<file path="config.mk">
export PLATFORM = sky130hd
export DESIGN_NAME = data_path_regs
export DESIGN_NICKNAME = d
export VERILOG_FILES = /design/src/rtl/data_path_regs_pkg.sv /design/src/rtl/data_path_regs_regfile_8x16.sv /design/src/rtl/data_path_regs.sv
export SDC_FILE = /design/constraint.sdc
export NUM_CORES = 1
export LEC_CHECK = 0
export CAP_MARGIN = 20
export CELL_PAD_IN_SITES_DETAIL_PLACEMENT = 0
export CELL_PAD_IN_SITES_GLOBAL_PLACEMENT = 1
export CORE_AREA = 2 2 163 125
export CTS_CLUSTER_SIZE = 25
export DETAILED_ROUTE_END_ITERATION = 7
export DIE_AREA = 0 0 165 127
export PLACE_DENSITY_LB_ADDON = 0.1
export SYNTH_ARGS = -nofsm -noshare
export SYNTH_HDL_FRONTEND = slang
export SYNTH_SLANG_ARGS = --single-unit
</file>
<file path="constraint.sdc">
create_clock -name CLK -period 1.51 [get_ports CLK]
set_input_delay 0.2265 -clock CLK [delete_from_list [all_inputs] [get_ports CLK]]
set_output_delay 0.2265 -clock CLK [all_outputs]
set_load 0.02 [all_outputs]
</file>
<file path="src/rtl/data_path_regs_pkg.sv">
// data_path_regs_pkg
//   Shared constants and helpers for the register-read / write-back /
//   immediate stage of the 16-bit multi-cycle processor.
//   - WIDTH, NREGS, AW      : datapath width, register count, address width
//   - OP_R / OP_J / OP_JAL  : opcodes that select the immediate format
//   - *_MSB / *_LSB         : immediate field positions in the instruction
//   - ext_imm()             : immediate extension, including branch scaling
package data_path_regs_pkg;

   localparam int unsigned WIDTH = 16;
   localparam int unsigned NREGS = 8;
   localparam int unsigned AW    = $clog2(NREGS);

   localparam logic [2:0] OP_R   = 3'b000;
   localparam logic [2:0] OP_J   = 3'b100;
   localparam logic [2:0] OP_JAL = 3'b101;

   localparam int unsigned OPC_MSB = 2;
   localparam int unsigned OPC_LSB = 0;
   localparam int unsigned J_MSB   = 12;
   localparam int unsigned J_LSB   = 3;
   localparam int unsigned I_MSB   = 12;
   localparam int unsigned I_LSB   = 7;
   localparam int unsigned J_W     = J_MSB - J_LSB + 1;
   localparam int unsigned I_W     = I_MSB - I_LSB + 1;

   typedef enum logic [1:0] {
      IMM_NONE,
      IMM_JUMP,
      IMM_ITYPE
   } imm_kind_t;

   function automatic imm_kind_t imm_kind(input logic [2:0] opcode);
      imm_kind_t k;
      case (opcode)
         OP_R:          k = IMM_NONE;
         OP_J, OP_JAL:  k = IMM_JUMP;
         default:       k = IMM_ITYPE;
      endcase
      return k;
   endfunction

   // Branch offsets are halfword-scaled: shift left one, dropping the MSB.
   function automatic logic [WIDTH-1:0] ext_imm(input logic [WIDTH-1:0] instr,
                                                input logic             branch);
      logic [WIDTH-1:0] ext;
      ext = '0;
      case (imm_kind(instr[OPC_MSB:OPC_LSB]))
         IMM_JUMP:  ext = {{(WIDTH-J_W){instr[J_MSB]}}, instr[J_MSB:J_LSB]};
         IMM_ITYPE: ext = {{(WIDTH-I_W){instr[I_MSB]}}, instr[I_MSB:I_LSB]};
         default:   ext = '0;
      endcase
      if (branch) begin
         ext = {ext[WIDTH-2:0], 1'b0};
      end
      return ext;
   endfunction

endpackage

</file>
<file path="src/rtl/data_path_regs_regfile_8x16.sv">
// regfile_8x16
//   8 x 16-bit register file, one write port, two registered read ports.
//   - clk, rst_n        : rising-edge clock, async active-low reset (clears all)
//   - we, wa, wd        : write enable, index, data
//   - ra_a, ra_b        : read indices
//   - rd_a, rd_b        : read data, registered (1-cycle latency)
//   Reads sample the pre-edge contents, so a same-edge write is not visible
//   until the following edge.
module regfile_8x16
   import data_path_regs_pkg::*;
(
   input  logic             clk,
   input  logic             rst_n,
   input  logic             we,
   input  logic [AW-1:0]    wa,
   input  logic [WIDTH-1:0] wd,
   input  logic [AW-1:0]    ra_a,
   input  logic [AW-1:0]    ra_b,
   output logic [WIDTH-1:0] rd_a,
   output logic [WIDTH-1:0] rd_b
);

   logic [WIDTH-1:0] mem [NREGS];

   always_ff @(posedge clk or negedge rst_n) begin
      if (!rst_n) begin
         for (int unsigned i = 0; i < NREGS; i++) begin
            mem[i] <= '0;
         end
         rd_a <= '0;
         rd_b <= '0;
      end else begin
         rd_a <= mem[ra_a];
         rd_b <= mem[ra_b];
         if (we) begin
            mem[wa] <= wd;
         end
      end
   end

endmodule

</file>
<file path="src/rtl/data_path_regs.sv">
// data_path_regs
//   Register-read / write-back / immediate stage of the 16-bit multi-cycle CPU.
//   - CLK, RST_N                    : rising-edge clock, async active-low reset
//   - input_reg_readA/B_address     : read port indices
//   - input_reg_write(_address)     : write enable and index
//   - input_ALUOut, input_MDR       : write-back sources, memToReg selects MDR
//   - input_imm, input_branch       : instruction word, branch-offset mode
//   - output_reg_A/B                : registered read data
//   - output_imm                    : registered extended immediate
module data_path_regs
   import data_path_regs_pkg::*;
(
   input  logic             CLK,
   input  logic             RST_N,
   input  logic [AW-1:0]    input_reg_readA_address,
   input  logic [AW-1:0]    input_reg_readB_address,
   input  logic             input_reg_write,
   input  logic [AW-1:0]    input_reg_write_address,
   input  logic [WIDTH-1:0] input_imm,
   input  logic             input_branch,
   input  logic [WIDTH-1:0] input_ALUOut,
   input  logic [WIDTH-1:0] input_MDR,
   input  logic             memToReg,
   output logic [WIDTH-1:0] output_imm,
   output logic [WIDTH-1:0] output_reg_A,
   output logic [WIDTH-1:0] output_reg_B
);

   logic [WIDTH-1:0] wb_data;

   always_comb begin
      wb_data = input_ALUOut;
      if (memToReg) begin
         wb_data = input_MDR;
      end
   end

   regfile_8x16 u_regfile (
      .clk   (CLK),
      .rst_n (RST_N),
      .we    (input_reg_write),
      .wa    (input_reg_write_address),
      .wd    (wb_data),
      .ra_a  (input_reg_readA_address),
      .ra_b  (input_reg_readB_address),
      .rd_a  (output_reg_A),
      .rd_b  (output_reg_B)
   );

   always_ff @(posedge CLK or negedge RST_N) begin
      if (!RST_N) begin
         output_imm <= '0;
      end else begin
         output_imm <= ext_imm(input_imm, input_branch);
      end
   end

endmodule

</file>
==> impl_results.md, run 1 <==
- Register share of total power: between 40% and 50%
- Worst Reg-to-Reg Cells: 2
- Clk pin slew, worst setup/hold paths: 0.07 ns
- CTS Buf Count: 17
- Max incr delay on CP: around 0.4 ns
- Syn nets: 698
- Sw power: approximately 0.0039 W
- Combinational share of power: between 20% and 30%
- Tot GR Track Use: around a fifth
- Avg WL per Cell: between 15 and 20 microns
- Filler Cell Count: approximately 1.6k
- Sequential area share after synthesis: a little over half
- Commonest non-fill, non-tap cell in the layout: dfrtp_1
- Yosys reg bits: about 170
- Final Cycle Share: 94.53%
- Setup Skew: approximately 0.0094 ns
- Peak supply drop: about 720 uV
- Area of the mapped netlist: slightly above 8000 sq um
- Final core occ: between 50 and 60%
- Post-CTS Setup Repair Bufs: 0
- Top_reg_cell synth: dfrtp_1
- Cell area power density: between 1000 and 1500 nW/um^2
- R2r setup slk: about 0.15 ns
- Die X: about 170 microns
- Setup crit start: u_regfile.rd_a[2]
- Maxcap violations: 0
- Worst-Margin Slew: just under 0.4 ns
- Leakage: 4.638 nW
- Worst hold path type: primary input to asynchronous set/reset pin
- Status: finished clean
- CTS Buffer Depth: 2
- Final WL: between 20000 and 25000 microns
- CP Cell Sequence: dlygate4sd2_1
- I/O Buffers: approximately 110
- Slowest CP cell: dfrtp_1
- Congestion Overflow GR: 0
- Internal power: around 0.010 W
- Largest net degree at the start of global routing: 52
- Synth warn: 0
- Layout cell share with drive strength beyond 1: between 10% and 20%
- Worst setup SP type: flop
- Critical path's top delay family: flip-flops
- Vias in the first global route: approximately 5.7k
- Number of synthesized flops with an enable pin: 0
- CP Depth: 1
- Syn avg cell area: around 13 sq um
- DRT Pass-1 Iters: 5
- Final slew viol count: 0
- RePlAce Congestion: between 0.7 and 0.8
- Area delta synth->final: 28.75%
- Die Area: 20960 sq um
- CTS tree: built
- Drt first-iter violations: just under 400
- End of the critical path: output_reg_A[2]
- Initial antenna violation count: 0
- Final count of hold timing violations: 0
- Switching share of power: around 27%
- CTS sink count: 171
- Worst-path fanout max: 1
- Critical setup path kind: flop to primary output
- Die Ht: around 130 microns
- Ys async rst share: 100.0%
- Reg2Reg Launch Point: u_regfile.mem[117]
- Yosys cell types: 24
- Worst setup EP type: primary output
- Clk pwr share: 34.9%
- FMAX: about 700 MHz
- Vias: ~5.6k
- RSZ-0062 raised after global routing: false
- Setup violators final: 0
- Latest clock arrival within the worst-skew pair: 0.42 ns
- Root buffer cell: clkbuf_16
- Detail Route Antenna Nets: 0
- Inserted Diodes: 0
- Detailed Place HPWL: around 14000 microns
- Most frequent cells in the layout: dfrtp_1 (171), o21ai_0 (73), nand2_1 (70), a21oi_1 (70), nor2_1 (64)
- Initial core utilization: 42.51%
- Synth Instances: between 600 and 700
- Rows: 44
- CP Data Arrival Time: about 1.2 ns
- First-pass GRT wire length: 32400 microns
- Final Critical Period: 1.427 ns
- Drt via density: 5.482
- CTS H-tree depth: 4
- Residual DRC count: 0
- Overall power: 0.01431 W
- Core area: between 15000 and 20000 sq um
- Crit path buf inv count: 1
- Num ports: 110
- Final nets: between 800 and 900
- Slew HR: approximately 73%
- Data required time of the critical path: about 1.3 ns
- R2r endpoint: u_regfile.rd_b[5]
==> worst min path at each step <==
stage	start	endpoint	slack, ns	depth (start not counted)
6_report	RST_N	u_regfile.rd_a[13]	0.29	2
5_1_grt	RST_N	u_regfile.rd_a[13]	0.31	2
4_1_cts	RST_N	u_regfile.mem[93]	0.28	2
3_5_place_dp	RST_N	u_regfile.mem[29]	0.17	1
3_3_place_gp	RST_N	u_regfile.rd_b[13]	0.17	1
2_1_floorplan	RST_N	output_imm[0]	-0.07	0
==> per-layer routing <==
metal	GRT usage, %	wire (microns)
met1	29.45	9589
met2	33.01	9724
met5	0	0
met3	4.091	966
met4	4.552	146
==> worst reg2reg max path: stages (launching register included) <==
cell,delay (ns)
dfrtp_1,0.40
mux4_1,0.55
mux2_2,0.30
==> cells in the mapped netlist, types with 2 or more instances <==
library cell,count,area [sq um]
nor2b_1,2,12.51
mux4_1,56,1471
nor2_1,64,240.2
nand4b_1,3,26.28
dfrtp_1,171,4279
mux2_2,33,371.6
o21ai_0,73,365.4
buf_1,8,30.03
mux4_2,8,180.2
nand2_1,70,262.8
a21oi_1,70,350.3
mux2i_1,19,190.2
buf_6,8,90.09
clkbuf_2,2,10.01
clkbuf_1,20,75.07
nor4bb_1,2,20.02
buf_2,11,55.05
buf_4,6,45.04
a32oi_1,5,43.79
==> area by class of cell <==
type                       instances  area (sq um)  area share, %
clock buffer                      21         460.4          4.378
clock inverter                    11         215.2          2.046
multi-input combinational        410          3622          34.44
sequential                       171          4279          40.69
tap                              253         316.6          3.010
timing repair buffer             158          1623          15.43
==> cells by family after synthesis <==
kind of cell,count (synthesis),share of synthesized area (%)
flops,171,52.39
buf+inv,55,3.738
compound gates,149,9.406
mux,116,27.10
simple gates,145,7.368
==> power groups by stage <==
| stage | Combinational [W] | Clock (W) | Sequential, W |
|---|---|---|---|
| 2_1_floorplan | 0.00170 | 0 | 0.00638 |
| 3_5_place_dp | 0.00334 | 0 | 0.00629 |
| 4_1_cts | 0.00316 | 0.00507 | 0.00621 |
| 6_report | 0.00311 | 0.00499 | 0.00621 |
| 3_3_place_gp | 0.00325 | 0 | 0.00623 |
| 5_1_grt | 0.00343 | 0.00528 | 0.00633 |
==> timing repair <==
item                                    4_1_cts  5_1_grt
resized for setup                            48        0
hold buffers                                  1        0
endpoints found under the setup margin       48        0
endpoints found under the hold margin        35        0
==> flip-flops by register name, summed over array words and instances (netlist names) <==
name,count
output_imm,11
u_regfile.mem,128
u_regfile.rd_a,16
u_regfile.rd_b,16
==> through the flow <==
stage	setup WS [ns]	cell area (sq um)	hold slack, ns	instances	TNS [ns]
floorplan	0.1253	8168	-0.06909	636	0
global placement	-0.2355	9891	0.1659	991	-23.97
detailed placement	-0.3122	9891	0.1671	991	-29.31
CTS	0.07203	10520	0.2846	1024	0
global route	0.03314	10520	0.3123	1024	0
finish	0.08253	10520	0.2866	1024	0
Note: power is estimated with default switching activity, not from simulation.
==> run 2, diff against run 1 <==
--- a/config.mk
+++ b/config.mk
@@ -8,10 +8,10 @@
 export CAP_MARGIN = 20
 export CELL_PAD_IN_SITES_DETAIL_PLACEMENT = 0
 export CELL_PAD_IN_SITES_GLOBAL_PLACEMENT = 1
-export CORE_AREA = 2 2 163 125
+export CORE_AREA = 2 2 212 162
 export CTS_CLUSTER_SIZE = 25
 export DETAILED_ROUTE_END_ITERATION = 7
-export DIE_AREA = 0 0 165 127
+export DIE_AREA = 0 0 214 164
 export PLACE_DENSITY_LB_ADDON = 0.1
 export SYNTH_ARGS = -nofsm -noshare
 export SYNTH_HDL_FRONTEND = slang
==> run 2 against run 1 <==
  * Clock power decreased by 9.6%
  * Total power decreased by 3.4%
  * Clock skew decreased by 0.00094 ns
  * Highest routed layer unchanged
  * Largest power group unchanged
==> impl_results.md, run 2 (synthesized netlist as in run 1, its figures left out) <==
- Clk pin slew, worst setup/hold paths: approximately 0.07 ns
- Setup violators final: 0
- Num ports: 110
- Critical path's top delay family: flip-flops
- Inserted Diodes: 0
- Critical setup path kind: flop to primary output
- Vias: approximately 5.5k
- Latest clock arrival within the worst-skew pair: approximately 0.43 ns
- CP Data Arrival Time: between 1 and 1.5 ns
- CTS sink count: roughly 170
- Tot GR Track Use: between 10% and 20%
- Residual DRC count: 0
- Worst-Margin Slew: 0.4411 ns
- Slowest CP cell: dfrtp_1
- Core area: about 33000 sq um
- Setup total negative slack: 0 ns
- Final core occ: between 30% and 40%
- Final count of hold timing violations: 0
- I/O Buffers: between 100 and 150
- Largest Register: u_regfile.mem
- Worst-path fanout max: 6
- Congestion Overflow GR: 0
- Cell area power density: 1297 nW/um^2
- RSZ-0062 raised after global routing: false
- Commonest non-fill, non-tap cell in the layout: dfrtp_1
- Die X: approximately 210 microns
- CTS Buf Count: 17
- Final Critical Period: about 1.4 ns
- Data required time of the critical path: approximately 1.3 ns
- Final Cycle Share: about 93%
- Initial antenna violation count: 0
- Peak supply drop: roughly 640 uV
- Worst setup SP type: flop
- Final WL: 23270 microns
- Leakage: ~4.6 nW
- Worst setup EP type: primary output
- Area delta synth->final: 30.56%
- Detailed Place HPWL: 15100 microns
- Drt first-iter violations: roughly 280
- Rows: 58
- RePlAce Congestion: roughly 0.73
- Detail Route Antenna Nets: 0
- Vias in the first global route: between 5k and 6k
- Maxcap violations: 0
- Final nets: 819
- CTS tree: built
- Max reg flops: between 100 and 150
- Layout cell share with drive strength beyond 1: approximately 16%
- CTS Buffer Depth: 2
- Filler Cell Count: ~3.3k
- First-pass GRT wire length: between 30000 and 40000 microns
- Final slew viol count: 0
- CTS H-tree depth: 4
- Setup Skew: 0.008419 ns
- DRT Pass-1 Iters: 4
- Initial core utilization: about a quarter
- Crit path buf inv count: 1
- Slew HR: 70.28%
- CP Cell Sequence: dlygate4sd2_1
- Root buffer cell: clkbuf_16
- Drt via density: between 4 and 5
- Status: finished clean
- FMAX: between 700 and 800 MHz
- Largest net degree at the start of global routing: between 40 and 50
- Max incr delay on CP: 0.39 ns
- Die Ht: ~160 microns
- Most frequent cells in the layout: dfrtp_1 (171), o21ai_0 (73), nand2_1 (70), a21oi_1 (70), nor2_1 (64)
- Avg WL per Cell: approximately 19 microns
- Largest regs: u_regfile.mem: 128 flops, u_regfile.rd_a: 16 flops, u_regfile.rd_b: 16 flops
- Worst hold path type: primary input to asynchronous set/reset pin
- Die Area: 35100 sq um
[run 2: final cells by class]
type	count	area, sq um	share of cell area, %
flip-flops and latches	171	4279	40.13
multi-input cells	410	3622	33.97
repair buffers	157	1605	15.05
well taps	450	563.0	5.280
clock buffers	22	454.2	4.259
clock inverters	10	140.1	1.314
[run 2: path summary, 6_finish.rpt]
| path | from | endpoint | slack, ns | cells after the start |
|---|---|---|---|---|
| setup reg to reg | u_regfile.mem[98] | u_regfile.rd_b[2] | 0.18 | 2 |
| setup / recovery | output_imm[14] | output_imm[12] | 0.10 | 1 |
| hold reg to reg | u_regfile.mem[19] | u_regfile.mem[19] | 0.50 | 2 |
| hold / removal | RST_N | u_regfile.rd_b[11] | 0.26 | 2 |
| min in group CLK | input_imm[12] | output_imm[14] | 0.40 | 2 |
| max in group asynchronous | RST_N | u_regfile.rd_a[4] | 0.68 | 3 |
[run 2: power by group]
group | switching, W | internal (W)
clock network | 0.00186 | 0.00266
registers | 0.000603 | 0.00556
logic | 0.00148 | 0.00168
total | 0.00394 | 0.00989
[run 2: timing repair]
item / in CTS / in global routing
hold buffers: 1 / 0
hold endpoints to repair: 22 / 0
setup endpoints to repair: 48 / 3
buffers inserted: 0 / 0
resized for setup: 48 / 1
[run 2: per-stage QoR]
| stage | power, W | hold slack [ns] | std cells | instance area [sq um] | setup WS [ns] |
|---|---|---|---|---|---|
| after detailed placement | 0.009663 | 0.1475 | 1187 | 10120 | -0.3532 |
| after floorplan | 0.008080 | -0.06909 | 636 | 8168 | 0.1253 |
| after global placement | 0.009562 | 0.1468 | 1187 | 10120 | -0.3047 |
| after CTS | 0.01404 | 0.2681 | 1220 | 10660 | 0.06700 |
| final | 0.01383 | 0.2644 | 1220 | 10660 | 0.1037 |
| after global routing | 0.01463 | 0.2786 | 1220 | 10660 | 0.01204 |
[run 2: routing by layer]
layer / wire length, microns / GRT usage, %
met1: 11980 / 20.32
met2: 10210 / 20.87
met4: 195 / 3.306
met3: 879 / 2.481
met5: 0 / 0
==> run 3, diff against run 2 <==
--- a/config.mk
+++ b/config.mk
@@ -12,7 +12,10 @@
 export CTS_CLUSTER_SIZE = 25
 export DETAILED_ROUTE_END_ITERATION = 7
 export DIE_AREA = 0 0 214 164
+export DONT_BUFFER_PORTS = 1
+export GPL_TIMING_DRIVEN = 0
 export PLACE_DENSITY_LB_ADDON = 0.1
+export SLEW_MARGIN = 20
 export SYNTH_ARGS = -nofsm -noshare
 export SYNTH_HDL_FRONTEND = slang
 export SYNTH_SLANG_ARGS = --single-unit
==> run 3 against run 2 <==
  * The flow now finishes with violations (hold timing)
  * Highest routed layer unchanged
  * Sequential power rose by 6.0%
  * Global-route usage rose by 3.4 points
  * Register-to-register slack got worse by 0.04 ns
  * Die area did not move
  * Largest power group unchanged
  * First-iteration DRC count rose by 78%
  * Largest cell class unchanged
  * Critical endpoint is now u_regfile.rd_b[4]
  * Routed wire length rose by 26%
  * Fmax fell by 6.3%
  * Cell area fell by 11%
==> impl_results.md, run 3 (synthesized netlist as in run 1, its figures left out) <==
- CTS H-tree depth: 4
- DRT Pass-1 Iters: 4
- Worst setup SP type: primary input
- Largest net degree at the start of global routing: ~170
- Final count of hold timing violations: roughly 170
- Post-CTS Setup Repair Bufs: 0
- Worst-path fanout max: 10
- Latest clock arrival within the worst-skew pair: approximately 0.45 ns
- Num ports: 110
- Final nets: 730
- CTS tree: built
- Final core occ: approximately 29%
- Multi-input logic area: about 3600 sq um
- Largest regs: u_regfile.mem: 128 flops, u_regfile.rd_a: 16 flops, u_regfile.rd_b: 16 flops
- CTS Buf Count: 17
- FF+latch area: about 4300 sq um
- Critical setup path kind: primary input to flop
- Vias in the first global route: 5793
- Tot GR Track Use: approximately 17%
- Final Cycle Share: between 90 and 100%
- Layout cell share with drive strength beyond 1: ~15%
- Root buffer cell: clkbuf_16
- Clk pin slew, worst setup/hold paths: roughly 0.070 ns
- Die Ht: 164 microns
- Rows: 58
- Slew HR: roughly 23%
- Peak supply drop: ~570 uV
- Vias: approximately 5.7k
- First-pass GRT wire length: between 40000 and 50000 microns
- CP Cell Sequence: buf_1 > mux4_1 > mux2_2
- Failing checks: hold timing
- Overall power: between 0.01 and 0.015 W
- RePlAce Congestion: approximately 0.74
- Core area: approximately 33000 sq um
- Status: finished, violations left
- CTS sink count: 171
- Die Area: around 35000 sq um
- Drt first-iter violations: slightly below 500
- Worst hold path type: primary input to asynchronous set/reset pin
- Crit path buf inv count: 1
- Residual DRC count: 0
- Final WS setup: 0.009338 ns
- Max reg flops: 128
- CTS Buffer Depth: 2
- Setup Skew: roughly 0.0079 ns
- Setup violators final: 0
- Worst-Margin Slew: between 1 and 1.5 ns
- RSZ-0062 raised after global routing: true
- CP Data Arrival Time: approximately 1.8 ns
- Inserted Diodes: 0
- Hold Buf Count CTS: 13
- Commonest non-fill, non-tap cell in the layout: dfrtp_1
- Slowest CP cell: buf_1
- Detailed Place HPWL: between 15000 and 20000 microns
- Largest Register: u_regfile.mem
- Congestion Overflow GR: 0
- Final slew viol count: 0
- Initial core utilization: around a quarter
- Most frequent cells in the layout: dfrtp_1 (171), o21ai_0 (73), nand2_1 (70), a21oi_1 (70), nor2_1 (64)
- Avg WL per Cell: 25.95 microns
- Die X: 214 microns
- Final hold slack: -0.5201 ns
- Drt via density: ~5.0
- Worst setup EP type: flop
- FMAX: 666.4 MHz
- Leakage: between 3 and 4 nW
- I/O Buffers: 0
- Maxcap violations: 0
- Final WL: between 20000 and 30000 microns
- Area delta synth->final: 16.15%
- Data required time of the critical path: 1.82 ns
- Setup WS pre-CTS: -0.5281 ns
- Initial antenna violation count: 2
- Cell area power density: roughly 1400 nW/um^2
- Max incr delay on CP: just over 0.8 ns
- Critical path's top delay family: buffers and inverters
- Final Critical Period: approximately 1.5 ns
- Filler Cell Count: roughly 3.3k
- Detail Route Antenna Nets: 0
[run 3: cell types whose count changed in the layout (fill, tap and decap cells not counted), sizes merged]
cell / delta
buf: -22
bufinv: -1
clkbuf: +20
clkdlybuf4s15: +2
clkdlybuf4s50: -54
clkinv: -1
clkinvlp: -1
dlygate4sd2: -48
dlygate4sd3: +12
dlymetal6s2s: -1
inv: +5
[run 3: area by class of cell]
cell class / instances / area share, %
Sequential cell: 171 / 45.11
Multi-Input combinational cell: 410 / 37.89
Tap cell: 450 / 5.935
Clock buffer: 20 / 4.709
Buffer: 55 / 3.376
Clock inverter: 12 / 1.609
Timing Repair Buffer: 13 / 1.372
[run 3: repair_timing]
| item | 4_1_cts | 5_1_grt |
|---|---|---|
| hold endpoints to repair | 183 | 171 |
| resized for setup | 5 | 2 |
| setup endpoints to repair | 21 | 23 |
[run 3: worst paths after layout]
check                                            from                  to  slack [ns]  cells after the start
max                        input_reg_readB_address[2]   u_regfile.rd_b[4]       0.009                      3
min reg2reg                          u_regfile.mem[5]    u_regfile.mem[5]        0.49                      2
min in group CLK           input_reg_write_address[0]  u_regfile.mem[127]        0.01                      3
max reg2reg                         u_regfile.mem[68]   u_regfile.rd_b[4]        0.14                      2
max in group asynchronous                       RST_N   u_regfile.mem[63]        1.75                      0
min                                             RST_N  u_regfile.rd_b[11]       -0.52                      0
[run 3: routing by layer]
metal | global-route usage (%) | share of wire (%)
met1 | 25.02 | 48
met2 | 24.54 | 43
met3 | 4.944 | 7.4
met4 | 5.245 | 1.7
met5 | 0 | 0
[run 3: stage by stage]
stage / cell area, sq um / TNS [ns] / cells
floorplan: 8168 / 0 / 636
global placement: 8731 / -43.13 / 1086
detailed placement: 8731 / -48.08 / 1086
CTS: 9479 / 0 / 1131
global route: 9487 / -0.6328 / 1131
finish: 9487 / 0 / 1131
[run 3: worst reg2reg max path: stages, from the launching register on]
cell and delay [ns]:
dfrtp_1 0.40, mux4_1 0.52, mux2_2 0.33
[run 3: where the power goes]
part	switching, W	internal (W)
Clock	0.00207	0.00254
Combinational	0.00101	0.00123
Sequential	0.000967	0.00556
